[config.mk]
export PLATFORM = sky130hd
export DESIGN_NAME = rc4_crack_controller_flat
export DESIGN_NICKNAME = d
export VERILOG_FILES = /design/src/rtl/rc4_crack_controller_if.sv /design/src/rtl/rc4_crack_controller.sv /design/src/flat_wrapper.sv
export SDC_FILE = /design/constraint.sdc
export NUM_CORES = 1
export LEC_CHECK = 0
export BUFFER_PORTS_ARGS = -buffer_cell sky130_fd_sc_hd__buf_2
export CAP_MARGIN = 10
export CELL_PAD_IN_SITES_DETAIL_PLACEMENT = 1
export CELL_PAD_IN_SITES_GLOBAL_PLACEMENT = 2
export CORE_MARGIN = 2
export CORE_UTILIZATION = 25
export DETAILED_ROUTE_END_ITERATION = 12
export HOLD_SLACK_MARGIN = 0.08
export PLACE_DENSITY_LB_ADDON = 0.1
export SYNTH_ARGS = -nofsm -noshare
export SYNTH_HDL_FRONTEND = slang
export SYNTH_SLANG_ARGS = --single-unit
[constraint.sdc]
create_clock -name clk -period 2 [get_ports clk]
set_input_delay 0.2 -clock clk [delete_from_list [all_inputs] [get_ports clk]]
set_output_delay 0.2 -clock clk [all_outputs]
set_load 0.1 [all_outputs]
[src/rtl/rc4_crack_controller_if.sv]
// rc4_crack_controller_if: controller-side bundle for the phase engines, S RAM port and search status.
interface rc4_crack_controller_if;
    logic        start, abort;
    logic [23:0] key;
    logic        init_start, ksa_start, prga_start;
    logic        init_finish, ksa_finish, prga_finish;
    logic [7:0]  init_addr, ksa_addr, prga_addr;
    logic [7:0]  init_data, ksa_data, prga_data;
    logic        init_wren, ksa_wren, prga_wren;
    logic        prga_key_ok;
    logic [7:0]  s_addr, s_data;
    logic        s_wren, busy, found, fail, timeout;
    modport master (
        input  start, abort, init_finish, ksa_finish, prga_finish,
               init_addr, ksa_addr, prga_addr, init_data, ksa_data, prga_data,
               init_wren, ksa_wren, prga_wren, prga_key_ok,
        output key, init_start, ksa_start, prga_start,
               s_addr, s_data, s_wren, busy, found, fail, timeout
    );
    modport slave (
        output start, abort, init_finish, ksa_finish, prga_finish,
               init_addr, ksa_addr, prga_addr, init_data, ksa_data, prga_data,
               init_wren, ksa_wren, prga_wren, prga_key_ok,
        input  key, init_start, ksa_start, prga_start,
               s_addr, s_data, s_wren, busy, found, fail, timeout
    );
endinterface

[src/rtl/rc4_crack_controller.sv]
// rc4_crack_controller: sequences S-init, KSA and PRGA per candidate key, shares the S RAM,
// and stops on a match, on exhausting the key range, or when a phase watchdog expires.
module rc4_crack_controller #(
    parameter logic [23:0] KEY_MIN = 24'h000000,
    parameter logic [23:0] KEY_MAX = 24'h3FFFFF,
    parameter int unsigned TIMEOUT = 4096
) (
    input logic clk,
    input logic reset,
    rc4_crack_controller_if.master bus
);
    typedef enum logic [3:0] {
        IDLE, INIT_GO, INIT_WAIT, KSA_GO, KSA_WAIT, PRGA_GO, PRGA_WAIT, CHECK, FOUND, FAIL
    } state_t;
    state_t      state_q;
    logic [23:0] key_q;
    logic [12:0] wd_q;
    logic        ok_q, init_start_q, ksa_start_q, prga_start_q;
    logic        busy_q, found_q, fail_q, timeout_q;
    logic        done, expired, g_init, g_ksa, g_prga;
    assign g_init  = state_q == INIT_GO || state_q == INIT_WAIT;
    assign g_ksa   = state_q == KSA_GO || state_q == KSA_WAIT;
    assign g_prga  = state_q == PRGA_GO || state_q == PRGA_WAIT;
    assign expired = wd_q == 13'(TIMEOUT - 1);
    // only the finish of the phase currently being waited on counts
    assign done = state_q == INIT_WAIT ? bus.init_finish :
                  state_q == KSA_WAIT  ? bus.ksa_finish  :
                  state_q == PRGA_WAIT ? bus.prga_finish : 1'b0;
    always_comb begin
        bus.s_addr = g_init ? bus.init_addr : g_ksa ? bus.ksa_addr : g_prga ? bus.prga_addr : 8'd0;
        bus.s_data = g_init ? bus.init_data : g_ksa ? bus.ksa_data : g_prga ? bus.prga_data : 8'd0;
        bus.s_wren = g_init ? bus.init_wren : g_ksa ? bus.ksa_wren : g_prga ? bus.prga_wren : 1'b0;
    end
    always_ff @(posedge clk) begin
        if (reset) begin
            state_q      <= IDLE;
            key_q        <= KEY_MIN;
            wd_q         <= '0;
            ok_q         <= 1'b0;
            init_start_q <= 1'b0;
            ksa_start_q  <= 1'b0;
            prga_start_q <= 1'b0;
            busy_q       <= 1'b0;
            found_q      <= 1'b0;
            fail_q       <= 1'b0;
            timeout_q    <= 1'b0;
        end else begin
            init_start_q <= 1'b0;
            ksa_start_q  <= 1'b0;
            prga_start_q <= 1'b0;
            if (bus.abort) begin
                state_q   <= IDLE;
                busy_q    <= 1'b0;
                found_q   <= 1'b0;
                fail_q    <= 1'b0;
                timeout_q <= 1'b0;
            end else begin
                case (state_q)
                    IDLE, FOUND, FAIL: if (bus.start) begin
                        state_q      <= INIT_GO;
                        key_q        <= KEY_MIN;
                        init_start_q <= 1'b1;
                        busy_q       <= 1'b1;
                        found_q      <= 1'b0;
                        fail_q       <= 1'b0;
                        timeout_q    <= 1'b0;
                    end
                    INIT_GO: begin
                        wd_q    <= '0;
                        state_q <= INIT_WAIT;
                    end
                    KSA_GO: begin
                        wd_q    <= '0;
                        state_q <= KSA_WAIT;
                    end
                    PRGA_GO: begin
                        wd_q    <= '0;
                        state_q <= PRGA_WAIT;
                    end
                    INIT_WAIT, KSA_WAIT, PRGA_WAIT: begin
                        wd_q <= wd_q + 13'd1;
                        if (done) begin
                            state_q      <= state_q == INIT_WAIT ? KSA_GO : state_q == KSA_WAIT ? PRGA_GO : CHECK;
                            ksa_start_q  <= state_q == INIT_WAIT;
                            prga_start_q <= state_q == KSA_WAIT;
                            ok_q         <= bus.prga_key_ok;
                        end else if (expired) begin
                            state_q   <= FAIL;
                            busy_q    <= 1'b0;
                            fail_q    <= 1'b1;
                            timeout_q <= 1'b1;
                        end
                    end
                    CHECK: if (ok_q) begin
                        state_q <= FOUND;
                        busy_q  <= 1'b0;
                        found_q <= 1'b1;
                    end else if (key_q == KEY_MAX) begin
                        state_q <= FAIL;
                        busy_q  <= 1'b0;
                        fail_q  <= 1'b1;
                    end else begin
                        state_q      <= INIT_GO;
                        key_q        <= key_q + 24'd1;
                        init_start_q <= 1'b1;
                    end
                    default: state_q <= IDLE;
                endcase
            end
        end
    end
    assign bus.key        = key_q;
    assign bus.init_start = init_start_q;
    assign bus.ksa_start  = ksa_start_q;
    assign bus.prga_start = prga_start_q;
    assign bus.busy       = busy_q;
    assign bus.found      = found_q;
    assign bus.fail       = fail_q;
    assign bus.timeout    = timeout_q;
endmodule

[src/flat_wrapper.sv]
// flat-port wrapper written by rule: the top's interface ports become plain ports
module rc4_crack_controller_flat 
#(
    parameter logic [23:0] KEY_MIN = 24'h000000,
    parameter logic [23:0] KEY_MAX = 24'h3FFFFF,
    parameter int unsigned TIMEOUT = 4096
)
  (clk, reset, bus_start, bus_abort, bus_init_finish, bus_ksa_finish, bus_prga_finish, bus_init_addr, bus_ksa_addr, bus_prga_addr, bus_init_data, bus_ksa_data, bus_prga_data, bus_init_wren, bus_ksa_wren, bus_prga_wren, bus_prga_key_ok, bus_key, bus_init_start, bus_ksa_start, bus_prga_start, bus_s_addr, bus_s_data, bus_s_wren, bus_busy, bus_found, bus_fail, bus_timeout);
  rc4_crack_controller_if bus_i ();
  input logic clk;
  input logic reset;
  input wire logic [$bits(bus_i.start)-1:0] bus_start;
  input wire logic [$bits(bus_i.abort)-1:0] bus_abort;
  input wire logic [$bits(bus_i.init_finish)-1:0] bus_init_finish;
  input wire logic [$bits(bus_i.ksa_finish)-1:0] bus_ksa_finish;
  input wire logic [$bits(bus_i.prga_finish)-1:0] bus_prga_finish;
  input wire logic [$bits(bus_i.init_addr)-1:0] bus_init_addr;
  input wire logic [$bits(bus_i.ksa_addr)-1:0] bus_ksa_addr;
  input wire logic [$bits(bus_i.prga_addr)-1:0] bus_prga_addr;
  input wire logic [$bits(bus_i.init_data)-1:0] bus_init_data;
  input wire logic [$bits(bus_i.ksa_data)-1:0] bus_ksa_data;
  input wire logic [$bits(bus_i.prga_data)-1:0] bus_prga_data;
  input wire logic [$bits(bus_i.init_wren)-1:0] bus_init_wren;
  input wire logic [$bits(bus_i.ksa_wren)-1:0] bus_ksa_wren;
  input wire logic [$bits(bus_i.prga_wren)-1:0] bus_prga_wren;
  input wire logic [$bits(bus_i.prga_key_ok)-1:0] bus_prga_key_ok;
  output wire logic [$bits(bus_i.key)-1:0] bus_key;
  output wire logic [$bits(bus_i.init_start)-1:0] bus_init_start;
  output wire logic [$bits(bus_i.ksa_start)-1:0] bus_ksa_start;
  output wire logic [$bits(bus_i.prga_start)-1:0] bus_prga_start;
  output wire logic [$bits(bus_i.s_addr)-1:0] bus_s_addr;
  output wire logic [$bits(bus_i.s_data)-1:0] bus_s_data;
  output wire logic [$bits(bus_i.s_wren)-1:0] bus_s_wren;
  output wire logic [$bits(bus_i.busy)-1:0] bus_busy;
  output wire logic [$bits(bus_i.found)-1:0] bus_found;
  output wire logic [$bits(bus_i.fail)-1:0] bus_fail;
  output wire logic [$bits(bus_i.timeout)-1:0] bus_timeout;
  assign bus_i.start = bus_start;
  assign bus_i.abort = bus_abort;
  assign bus_i.init_finish = bus_init_finish;
  assign bus_i.ksa_finish = bus_ksa_finish;
  assign bus_i.prga_finish = bus_prga_finish;
  assign bus_i.init_addr = bus_init_addr;
  assign bus_i.ksa_addr = bus_ksa_addr;
  assign bus_i.prga_addr = bus_prga_addr;
  assign bus_i.init_data = bus_init_data;
  assign bus_i.ksa_data = bus_ksa_data;
  assign bus_i.prga_data = bus_prga_data;
  assign bus_i.init_wren = bus_init_wren;
  assign bus_i.ksa_wren = bus_ksa_wren;
  assign bus_i.prga_wren = bus_prga_wren;
  assign bus_i.prga_key_ok = bus_prga_key_ok;
  assign bus_key = bus_i.key;
  assign bus_init_start = bus_i.init_start;
  assign bus_ksa_start = bus_i.ksa_start;
  assign bus_prga_start = bus_i.prga_start;
  assign bus_s_addr = bus_i.s_addr;
  assign bus_s_data = bus_i.s_data;
  assign bus_s_wren = bus_i.s_wren;
  assign bus_busy = bus_i.busy;
  assign bus_found = bus_i.found;
  assign bus_fail = bus_i.fail;
  assign bus_timeout = bus_i.timeout;
  rc4_crack_controller #(.KEY_MIN(KEY_MIN), .KEY_MAX(KEY_MAX), .TIMEOUT(TIMEOUT)) u_core (.clk(clk), .reset(reset), .bus(bus_i));
endmodule
==> results.py, run 1 <==
metrics = {
    "layout": {
        "antenna_cells": 0,
        "final_cell_area_mm2": 0.00458,
        "final_cells": 651,
        "most-common-layout-cells": "buf_2, buf_4, nor2_1",
        "layout-drive-gt1-share_pct": 50.0,
        "syn_to_final_growth_pct": 57.9,
        "fillers": 1390,
        "nets": 568,
        "layout_commonest_cell": "buf_2",
    },
    "timing": {
        "skew_ns": 0.00547,
        "finalHoldViolCount": 0,
        "finalCritPeriodShare_pct": 108,
        "setup_tns_ns": -2.11,
        "max_freq_mhz": 461,
        "setup-violations-final": 17,
        "setup_slack_ns": -0.169,
        "slew_violations": 0,
        "slew_headroom_pct": 65.7,
        "worst_pin_slew_ns": 0.509,
        "min_period_ns": 2.17,
        "grt_setup_unrepaired": "yes",
    },
    "synthesis": {
        "synthCells": 365,
        "synth_cell_types": 58,
        "ys_seq_elements": 49,
        "synth_area_leader_cell": "dfxtp_1",
        "yosysSeqAreaShare_pct": 33.8,
        "synth_top_area_share_pct": 33.8,
        "synthesis.area_mm2": 0.00290,
        "synth_nets": 426,
        "async_reset_ff_share_pct": 0,
        "avgSynthCellArea_um2": 7.95,
        "ys_top_cells_by_area": "dfxtp_1, a222oi_1, a21oi_1",
        "synth_edf_count": 0,
        "ys.warnings.count": 0,
        "synth_top_flop_cell": "dfxtp_1",
    },
    "drt": {
        "wl_um": 10400,
        "viasPerCell": 5.20,
        "dr.first_iter.drc_count": 121,
        "dr.pass1.iters": 6,
        "ant_nets": 0,
        "drc": 0,
        "vias": 3388,
        "wl_per_cell_um": 15.9,
    },
    "job": {
        "maxCapViolCount": 0,
    },
    "outcome": {
        "outcome": "finished with violations",
        "violations": "setup timing",
    },
    "place": {
        "port_buffers": 106,
        "globalplace.congestion": 0.742,
        "dpl.hpwl_um": 8080,
        "placed_cells": 633,
        "pre_cts_ws_ns": -0.134,
        "postPlaceCellArea_mm2": 0.00423,
    },
    "power": {
        "p_total_mw": 2.24,
        "p_per_area_mw_per_mm2": 490,
        "vdd_drop_max_mv": 0.331,
        "p_leak_nw": 1.88,
    },
    "floorplanning": {
        "die_area_mm2": 0.0125,
        "dieHeight_um": 112,
        "initial_core_util_pct": 25.5,
        "die_x_um": 112,
        "io_pins": 107,
        "rows": 39,
        "fp.coreArea_mm2": 0.0114,
    },
    "cts": {
        "hold_buffers": 0,
        "clkTransAtPathRegs_ns": 0.07,
        "cts_sinks": 49,
        "cts_tree": "built",
        "cts_buffer_depth": 2,
        "clk_latency_ns": 0.28,
        "cts_max_level": 2,
        "cts_buffers": 5,
        "cts_root_buffer": "clkbuf_16",
    },
    "worst_setup_path": {
        "required_ns": 1.80,
        "critPathSlowestCell": "or3_4",
        "end_kind": "output port",
        "cpPeakStageDelay_ns": 0.37,
        "crit_chain": "buf_6 -> buf_6 -> or3_4 -> a21oi_4 -> buf_12 -> a222oi_1 -> inv_2 -> buf_12",
        "worstPathMaxFanout": 17,
        "critPathKind": "reg2out",
        "r2r-start": "u_core.state_q[2]$_SDFFE_PP0P_",
        "cp.arrival_ns": 1.97,
        "crit_path_start": "u_core.state_q[0]$_SDFFE_PP0P_",
        "start_kind": "flip-flop",
    },
    "global_route": {
        "antenna_found_initial": 0,
        "grt_first_pass_wirelength_um": 16600,
        "track_usage_pct": 16.1,
        "grt.overflow.total": 0,
        "grt_pass1_vias": 3422,
        "grt_max_degree": 18,
    },
    "worst_hold_path": {
        "hold_path.class": "in2reg",
        "min_from": "bus_init_finish",
    },
}
power by group:
group / leakage (nW) / total, mW / internal (mW) / switching, mW
Clock: 0.0679 / 0.825 / 0.463 / 0.361
Combinational: 1.40 / 0.466 / 0.181 / 0.285
Sequential: 0.415 / 0.954 / 0.951 / 0.00350
Total: 1.88 / 2.24 / 1.59 / 0.650
sequential cells by signal (all words and copies together), names as in the netlist:
name and cells:
u_core.bus.busy 1, u_core.bus.fail 1, u_core.bus.found 1, u_core.bus.init_start 1, u_core.bus.key 24, u_core.bus.ksa_start 1
u_core.bus.prga_start 1, u_core.bus.timeout 1, u_core.ok_q 1, u_core.state_q 4, u_core.wd_q 13
metrics by stage:
| step | hold slack (ns) | utilization [%] |
|---|---|---|
| after floorplan | 0.347 | - |
| after global placement | 0.456 | 37.2 |
| after detailed placement | 0.474 | 37.2 |
| after CTS | 0.174 | 39.0 |
| after global routing | 0.186 | 40.3 |
| final | 0.167 | 40.3 |
layer usage:
layer	vias to the layer above	share of wire, %	global-route usage [%]
li1	1652	-	-
met1	1623	44	19.7
met2	100	50	29.6
met3	13	5.2	2.56
met4	0	1.3	3.87
met5	-	0	0
cell families after synthesis:
kind of cell	count (synthesis)	synth area share (%)
and+or+nand+nor	149	27.6
adders and majority gates	2	0.862
AOI/OAI and AO/OA	101	26.2
buffers and inverters	50	7.11
xor gates and xnor gates	10	3.02
muxes	4	1.42
DFF	49	33.8
area by class of cell:
| type | instances | area (µm²) | share of cell area, % |
|---|---|---|---|
| repair buffers | 158 | 1220 | 26.7 |
| flip-flops and latches | 49 | 1070 | 23.3 |
| inverters | 27 | 104 | 2.27 |
| multi-input cells | 266 | 1870 | 40.8 |
| clock inverters | 1 | 5.00 | 0.109 |
| well taps | 143 | 179 | 3.90 |
| clock buffers | 7 | 133 | 2.89 |
critical path, delay by kind of cell (launching register included):
family                 cells  cell delay [ns]
DFF                        1             0.32
buffers and inverters      5             0.67
and+or+nand+nor            1             0.37
AOI/OAI and AO/OA          2             0.32
repair_timing:
action	4_1_cts	5_1_grt
setup endpoints to repair	27	42
endpoints found under the hold margin	0	0
pin swaps	4	14
buffers inserted	6	5
resized for setup	16	30
cell usage after synthesis, types with 2 or more instances:
master,n
nand2_1,24
a311oi_1,3
a2111o_1,2
a21oi_1,31
xnor2_1,2
a222oi_1,17
mux2i_1,3
and2_1,5
clkbuf_1,16
buf_2,3
or4_1,6
a211oi_1,4
nand3_1,18
dfxtp_1,49
or2_2,5
or3_1,11
inv_1,27
a31o_2,3
buf_4,2
nor2_1,30
nand4_1,8
o31ai_1,3
and3_1,5
nor3_1,8
a22oi_1,2
o211ai_1,3
xor2_1,8
o311ai_0,2
o21bai_1,2
nor2b_1,3
ha_1,2
nand2b_1,8
and4_1,5
nor3b_1,3
nor4_1,5
o21ai_0,15
worst paths after layout:
check                                                        to  slack [ns]  cells after the start
worst min-delay path            u_core.bus.ksa_start$_SDFF_PP0_        0.17                      3
worst max-delay path                              bus_s_data[6]       -0.17                      8
worst max register to register  u_core.bus.key[23]$_SDFFE_PP0P_        0.01                      8
worst min register to register  u_core.bus.timeout$_SDFFE_PP0P_        0.47                      2
Note: power is estimated with default switching activity, not from simulation.
==> run 2: changes to the inputs <==
--- a/config.mk
+++ b/config.mk
@@ -6,4 +6,5 @@
 export NUM_CORES = 1
 export LEC_CHECK = 0
+export ABC_AREA = 1
 export BUFFER_PORTS_ARGS = -buffer_cell sky130_fd_sc_hd__buf_2
 export CAP_MARGIN = 10
@@ -11,5 +12,5 @@
 export CELL_PAD_IN_SITES_GLOBAL_PLACEMENT = 2
 export CORE_MARGIN = 2
-export CORE_UTILIZATION = 25
+export CORE_UTILIZATION = 23
 export DETAILED_ROUTE_END_ITERATION = 12
 export HOLD_SLACK_MARGIN = 0.08
==> constraint.sdc (replaced) <==
create_clock -name clk -period 2 [get_ports clk]
set_input_delay 0.2 -clock clk [delete_from_list [all_inputs] [get_ports clk]]
set_output_delay 0.2 -clock clk [all_outputs]
set_load 0.02 [all_outputs]
==> run 2 against run 1 <==
- the flow now finishes without violations
- cell count is 31% higher
- design area is 4.7% lower
- combinational power is 3% higher
- synthesized area is 13% higher
- via count is 12% higher
- sequential power is 4.6% higher
- wire length is 8.0% higher
- register-to-register slack better by 0.20 ns
- largest cell class unchanged
==> results.py, run 2 <==
metrics = {
    "layout": {
        "fin_util_pct": 31.4,
        "most-common-layout-cells": "nand2_1, buf_2, nor2_1",
        "syn_to_final_growth_pct": 33.1,
        "nets": 732,
        "fillers": 1851,
        "layout_commonest_cell": "nand2_1",
        "largest_reg_flops": 24,
        "multi_input_area_mm2": 0.00204,
        "regArea_um2": 988,
        "layout-drive-gt1-share_pct": 27.9,
        "antenna_cells": 0,
    },
    "drt": {
        "ant_nets": 0,
        "wl_per_cell_um": 13.1,
        "dr.pass1.iters": 6,
        "vias": 3810,
        "wl_um": 11200,
        "drc": 0,
        "dr.first_iter.drc_count": 118,
        "viasPerCell": 4.48,
    },
    "timing": {
        "worst_pin_slew_ns": 0.435,
        "setup_tns_ns": 0,
        "max_freq_mhz": 539,
        "min_period_ns": 1.86,
        "slew_violations": 0,
        "finalCritPeriodShare_pct": 92.8,
        "skew_ns": 0.00441,
        "setup_slack_ns": 0.145,
        "finalHoldViolCount": 0,
        "slew_headroom_pct": 70.9,
        "setup-violations-final": 0,
    },
    "floorplanning": {
        "die_x_um": 123,
        "die_area_mm2": 0.0152,
        "initial_core_util_pct": 23.6,
        "io_pins": 107,
        "dieHeight_um": 123,
        "fp.coreArea_mm2": 0.0139,
        "rows": 43,
    },
    "worst_setup_path": {
        "crit_chain": "inv_1 -> nor2_2 -> nand2_2 -> nand2_1 -> buf_12 -> nand2_1 -> nand3_1 -> buf_2",
        "worstPathMaxFanout": 17,
        "cpPeakStageDelay_ns": 0.41,
        "cp.arrival_ns": 1.66,
        "required_ns": 1.80,
        "critPathSlowestCell": "dfxtp_4",
        "end_kind": "output port",
        "critPathKind": "reg2out",
        "cpMostUsedCell": "nand2_1",
        "start_kind": "flip-flop",
    },
    "synthesis": {
        "yosysSeqAreaShare_pct": 29.9,
        "synthesis.area_mm2": 0.00328,
        "synth_top_flop_cell": "dfxtp_1",
        "synth_top_area_share_pct": 29.9,
        "avgSynthCellArea_um2": 6.04,
        "synth_edf_count": 0,
        "synthCells": 543,
        "synth.most_common_cell": "nand2_1",
        "synth_nets": 604,
        "ys_seq_elements": 49,
        "synth_commonest_cells": "nand2_1, nor2_1, inv_1",
        "async_reset_ff_share_pct": 0,
        "synth_cell_types": 33,
        "ys_top_cells_by_area": "dfxtp_1, nand2_1, nor2_1",
        "ys.warnings.count": 0,
        "synth_area_leader_cell": "dfxtp_1",
    },
    "cts": {
        "clkTransAtPathRegs_ns": 0.07,
        "cts_buffers": 5,
        "cts_max_level": 2,
        "cts_tree": "built",
        "cts_buffer_depth": 2,
        "clk_latency_ns": 0.30,
        "cts_sinks": 49,
        "hold_buffers": 0,
        "cts_root_buffer": "clkbuf_16",
    },
    "place": {
        "port_buffers": 106,
        "globalplace.congestion": 0.770,
        "pre_cts_ws_ns": 0.137,
        "dpl.hpwl_um": 8920,
    },
    "outcome": {
        "outcome": "finished clean",
    },
    "global_route": {
        "grt_pass1_vias": 3826,
        "grt_first_pass_wirelength_um": 18100,
        "track_usage_pct": 15.0,
        "grt_max_degree": 19,
        "antenna_found_initial": 0,
        "grt.overflow.total": 0,
    },
    "power": {
        "p_total_mw": 2.37,
        "p_per_area_mw_per_mm2": 543,
        "vdd_drop_max_mv": 0.299,
        "p_leak_nw": 2.00,
    },
    "worst_hold_path": {
        "hold_path.class": "in2reg",
    },
    "job": {
        "maxCapViolCount": 0,
    },
}
run 2: cell types whose count changed after synthesis, sizes merged, moves of 7 or more:
cell    previous run  this run
nand2             24       198
nor2              31        94
nand3             18        54
inv               27        59
a222oi            17         0
clkbuf            16         4
or3               11         0
nand2b             8         0
or4                7         0
run 2: worst paths after layout:
kind                                                      from                               end  slack, ns  cells past startpoint
worst max-delay path            u_core.state_q[1]$_SDFFE_PP0P_                     bus_s_addr[5]       0.14                      8
worst min-delay path                                 bus_start  u_core.bus.init_start$_SDFF_PP0_       0.20                      3
worst max register to register  u_core.state_q[2]$_SDFFE_PP0P_      u_core.wd_q[10]$_SDFFE_PP0P_       0.21                     12
worst min register to register    u_core.bus.fail$_SDFFE_PP0P_      u_core.bus.fail$_SDFFE_PP0P_       0.45                      2
run 2: kinds of logic (layout without fill, tap and decap cells):
| group | after synthesis | count (layout) | share of synthesized area, % |
|---|---|---|---|
| flip-flops | 49 | 49 | 29.9 |
| XOR/XNOR | 9 | 9 | 2.40 |
| AO/OA/AOI/OAI | 45 | 46 | 8.47 |
| adder cells (fa/ha/maj) | 2 | 2 | 0.763 |
| AND/OR/NAND/NOR | 367 | 367 | 49.3 |
| buffers and inverters | 71 | 198 | 9.12 |
run 2: repair_timing:
| item | CTS | global route |
|---|---|---|
| buffers inserted | 0 | 3 |
| gates resized for setup | 4 | 9 |
| pin swaps | 0 | 2 |
| endpoints found under the setup margin | 17 | 37 |
| cloned | 0 | 1 |
run 2: critical path: cells and delay by family, from the launching register on:
family	cells	cell delay, ns
simple gates	5	0.55
flops	1	0.41
buf+inv	3	0.40
run 2: power breakdown:
part	internal (mW)	total, mW	switching (mW)	leakage [nW]
Combinational	0.177	0.479	0.302	1.53
Sequential	0.985	0.998	0.0130	0.397
Clock	0.494	0.892	0.398	0.0700
run 2: metal layers:
layer / wire (µm) / share of wire, % / track usage [%]
met1: 5140 / 46 / 18.6
met2: 5400 / 48 / 26.6
met3: 539 / 4.8 / 2.95
met4: 106 / 0.95 / 3.48
met5: 0 / 0 / 0
run 2: cell type report:
cell class                 count  share of cell area [%]
clock buffer                   7                    3.27
inverter                      60                    5.22
multi-input combinational    424                    46.7
sequential                    49                    22.6
tap                          180                    5.16
timing repair buffer         131                    17.0
run 2: through the flow:
| step | instance area [µm²] | instances | hold WS (ns) |
|---|---|---|---|
| floorplan | 3280 | 543 | 0.369 |
| global placement | 4150 | 840 | 0.439 |
| detailed placement | 4150 | 840 | 0.448 |
| CTS | 4310 | 847 | 0.200 |
| global route | 4370 | 851 | 0.211 |
| finish | 4370 | 851 | 0.199 |
==> run 3: changes to the inputs <==
- BUFFER_PORTS_ARGS: -buffer_cell sky130_fd_sc_hd__buf_2 -> -buffer_cell sky130_fd_sc_hd__buf_4
==> run 3 against run 2 <==
- clock-buffer cell count shrank 1
- die area did not move
- setup slack improved by 0.0011 ns
- critical path type unchanged
- largest power group unchanged
==> results.py, run 3 (synthesized netlist as in run 2, its figures left out) <==
metrics = {
    "drt": {
        "ant_nets": 0,
        "drc": 0,
        "vias": 3825,
        "viasPerCell": 4.50,
        "wl_um": 11100,
        "dr.pass1.iters": 4,
        "wl_per_cell_um": 13.0,
        "dr.first_iter.drc_count": 115,
    },
    "worst_setup_path": {
        "required_ns": 1.80,
        "critPathSlowestCell": "dfxtp_2",
        "start_kind": "flip-flop",
        "crit_chain": "inv_2 -> nor2_4 -> nand2_2 -> o21ai_4 -> nand2_1 -> nand3_1 -> buf_4",
        "r2r_slack_ns": 0.23,
        "end_kind": "output port",
        "path_delay_family": "simple AND/OR/NAND/NOR gates",
        "worst-path-buf-inv": 2,
        "cpPeakStageDelay_ns": 0.42,
        "worstPathMaxFanout": 9,
        "cp.arrival_ns": 1.65,
        "critPathKind": "reg2out",
    },
    "layout": {
        "final_cell_area_mm2": 0.00462,
        "layout-drive-gt1-share_pct": 27.6,
        "syn_to_final_growth_pct": 40.8,
        "most-common-layout-cells": "nand2_1, buf_4, nor2_1",
        "largest_reg_flops": 24,
        "antenna_cells": 0,
        "layout_commonest_cell": "nand2_1",
        "nets": 730,
        "fillers": 1781,
    },
    "cts": {
        "cts_max_level": 2,
        "cts_root_buffer": "clkbuf_16",
        "cts_buffer_depth": 2,
        "cts_sinks": 49,
        "cts_tree": "built",
        "clk_latency_ns": 0.29,
        "cts_buffers": 5,
        "clkTransAtPathRegs_ns": 0.07,
    },
    "global_route": {
        "grt_pass1_vias": 3962,
        "grt_first_pass_wirelength_um": 18400,
        "grt.overflow.total": 0,
        "track_usage_pct": 15.1,
        "grt_max_degree": 19,
        "grt_util_met1_pct": 18.3,
        "met2_usage_pct": 27.0,
        "antenna_found_initial": 0,
        "top_usage_layer": "met2",
        "grtUsageMet3_pct": 2.95,
    },
    "floorplanning": {
        "io_pins": 107,
        "die_x_um": 123,
        "rows": 43,
        "dieHeight_um": 123,
        "die_area_mm2": 0.0152,
        "fp.coreArea_mm2": 0.0139,
        "initial_core_util_pct": 23.6,
    },
    "place": {
        "dpl.hpwl_um": 8980,
        "postPlaceCellArea_mm2": 0.00442,
        "port_buffers": 106,
        "globalplace.congestion": 0.758,
    },
    "timing": {
        "finalCritPeriodShare_pct": 92.7,
        "slew_headroom_pct": 75.1,
        "setup_tns_ns": 0,
        "skew_ns": 0.00217,
        "slew_violations": 0,
        "min_period_ns": 1.85,
        "worst_pin_slew_ns": 0.373,
        "finalHoldViolCount": 0,
        "grt_setup_unrepaired": "no",
        "setup-violations-final": 0,
        "max_freq_mhz": 539,
    },
    "power": {
        "internal-power_mw": 1.67,
        "pwr-share-seq_pct": 42.1,
        "switching_share_pct": 29.6,
        "vdd_drop_max_mv": 0.302,
        "p_clk_share_pct": 35.9,
        "comb_power_share_pct": 22.0,
        "p_per_area_mw_per_mm2": 514,
        "p_leak_nw": 2.04,
        "power.switching_mw": 0.703,
    },
    "worst_hold_path": {
        "hold_path.class": "in2reg",
    },
    "outcome": {
        "outcome": "finished clean",
    },
    "job": {
        "maxCapViolCount": 0,
    },
}
-- run 3: power by group through the flow --
| stage | clock (mW) | combinational (mW) | sequential [mW] |
|---|---|---|---|
| floorplan | 0 | 0.293 | 1.02 |
| global placement | 0 | 0.519 | 1.02 |
| detailed placement | 0 | 0.524 | 1.02 |
| CTS | 0.891 | 0.529 | 0.998 |
| global route | 0.919 | 0.579 | 1.00 |
| finish | 0.852 | 0.522 | 0.998 |
-- run 3: worst min-delay path, delay by kind of cell --
kind                   cells  cell delay (ns)
and+or+nand+nor            1             0.07
buffers and inverters      1             0.11
AOI/OAI and AO/OA          1             0.06
-- run 3: layer usage --
metal	routed length (µm)	share of wire, %	up-vias
met1	5090	46	1778
met5	0	0	-
li1	-	-	1950
met4	126	1.1	0
met3	531	4.8	10
met2	5340	48	87
-- run 3: path summary, 6_finish.rpt --
| path | cells after the start | endpoint | start |
|---|---|---|---|
| max | 7 | bus_s_addr[7] | u_core.state_q[2]$_SDFFE_PP0P_ |
| min | 3 | u_core.bus.init_start$_SDFF_PP0_ | bus_start |
| max reg2reg | 12 | u_core.wd_q[10]$_SDFFE_PP0P_ | u_core.state_q[2]$_SDFFE_PP0P_ |
| min reg2reg | 2 | u_core.bus.timeout$_SDFFE_PP0P_ | u_core.bus.timeout$_SDFFE_PP0P_ |
-- run 3: through the flow --
stage / std cells / util, % / setup slack (ns) / hold slack, ns / power [mW]
finish: 850 / 33.3 / 0.146 / 0.205 / 2.37
global route: 850 / 33.3 / 0.0126 / 0.218 / 2.50
CTS: 849 / 33.0 / 0.00542 / 0.203 / 2.42
detailed placement: 840 / 31.8 / 0.114 / 0.450 / 1.54
global placement: 840 / 31.8 / 0.138 / 0.442 / 1.54
floorplan: 543 / - / 0.144 / 0.369 / 1.31
-- run 3: repair_timing --
action	in CTS	in global routing
cloned	1	0
hold buffers	0	0
endpoints found under the setup margin	17	38
resized for setup	4	9
pin swaps	0	1
setup buffers	0	1
-- run 3: cell type report --
cell class / instances / area, µm² / share of cell area, %
clock buffer: 6 / 129 / 2.79
clock inverter: 2 / 10.0 / 0.217
inverter: 60 / 228 / 4.93
multi-input combinational: 424 / 2040 / 44.3
sequential: 49 / 988 / 21.4
tap: 180 / 225 / 4.88
timing repair buffer: 129 / 993 / 21.5
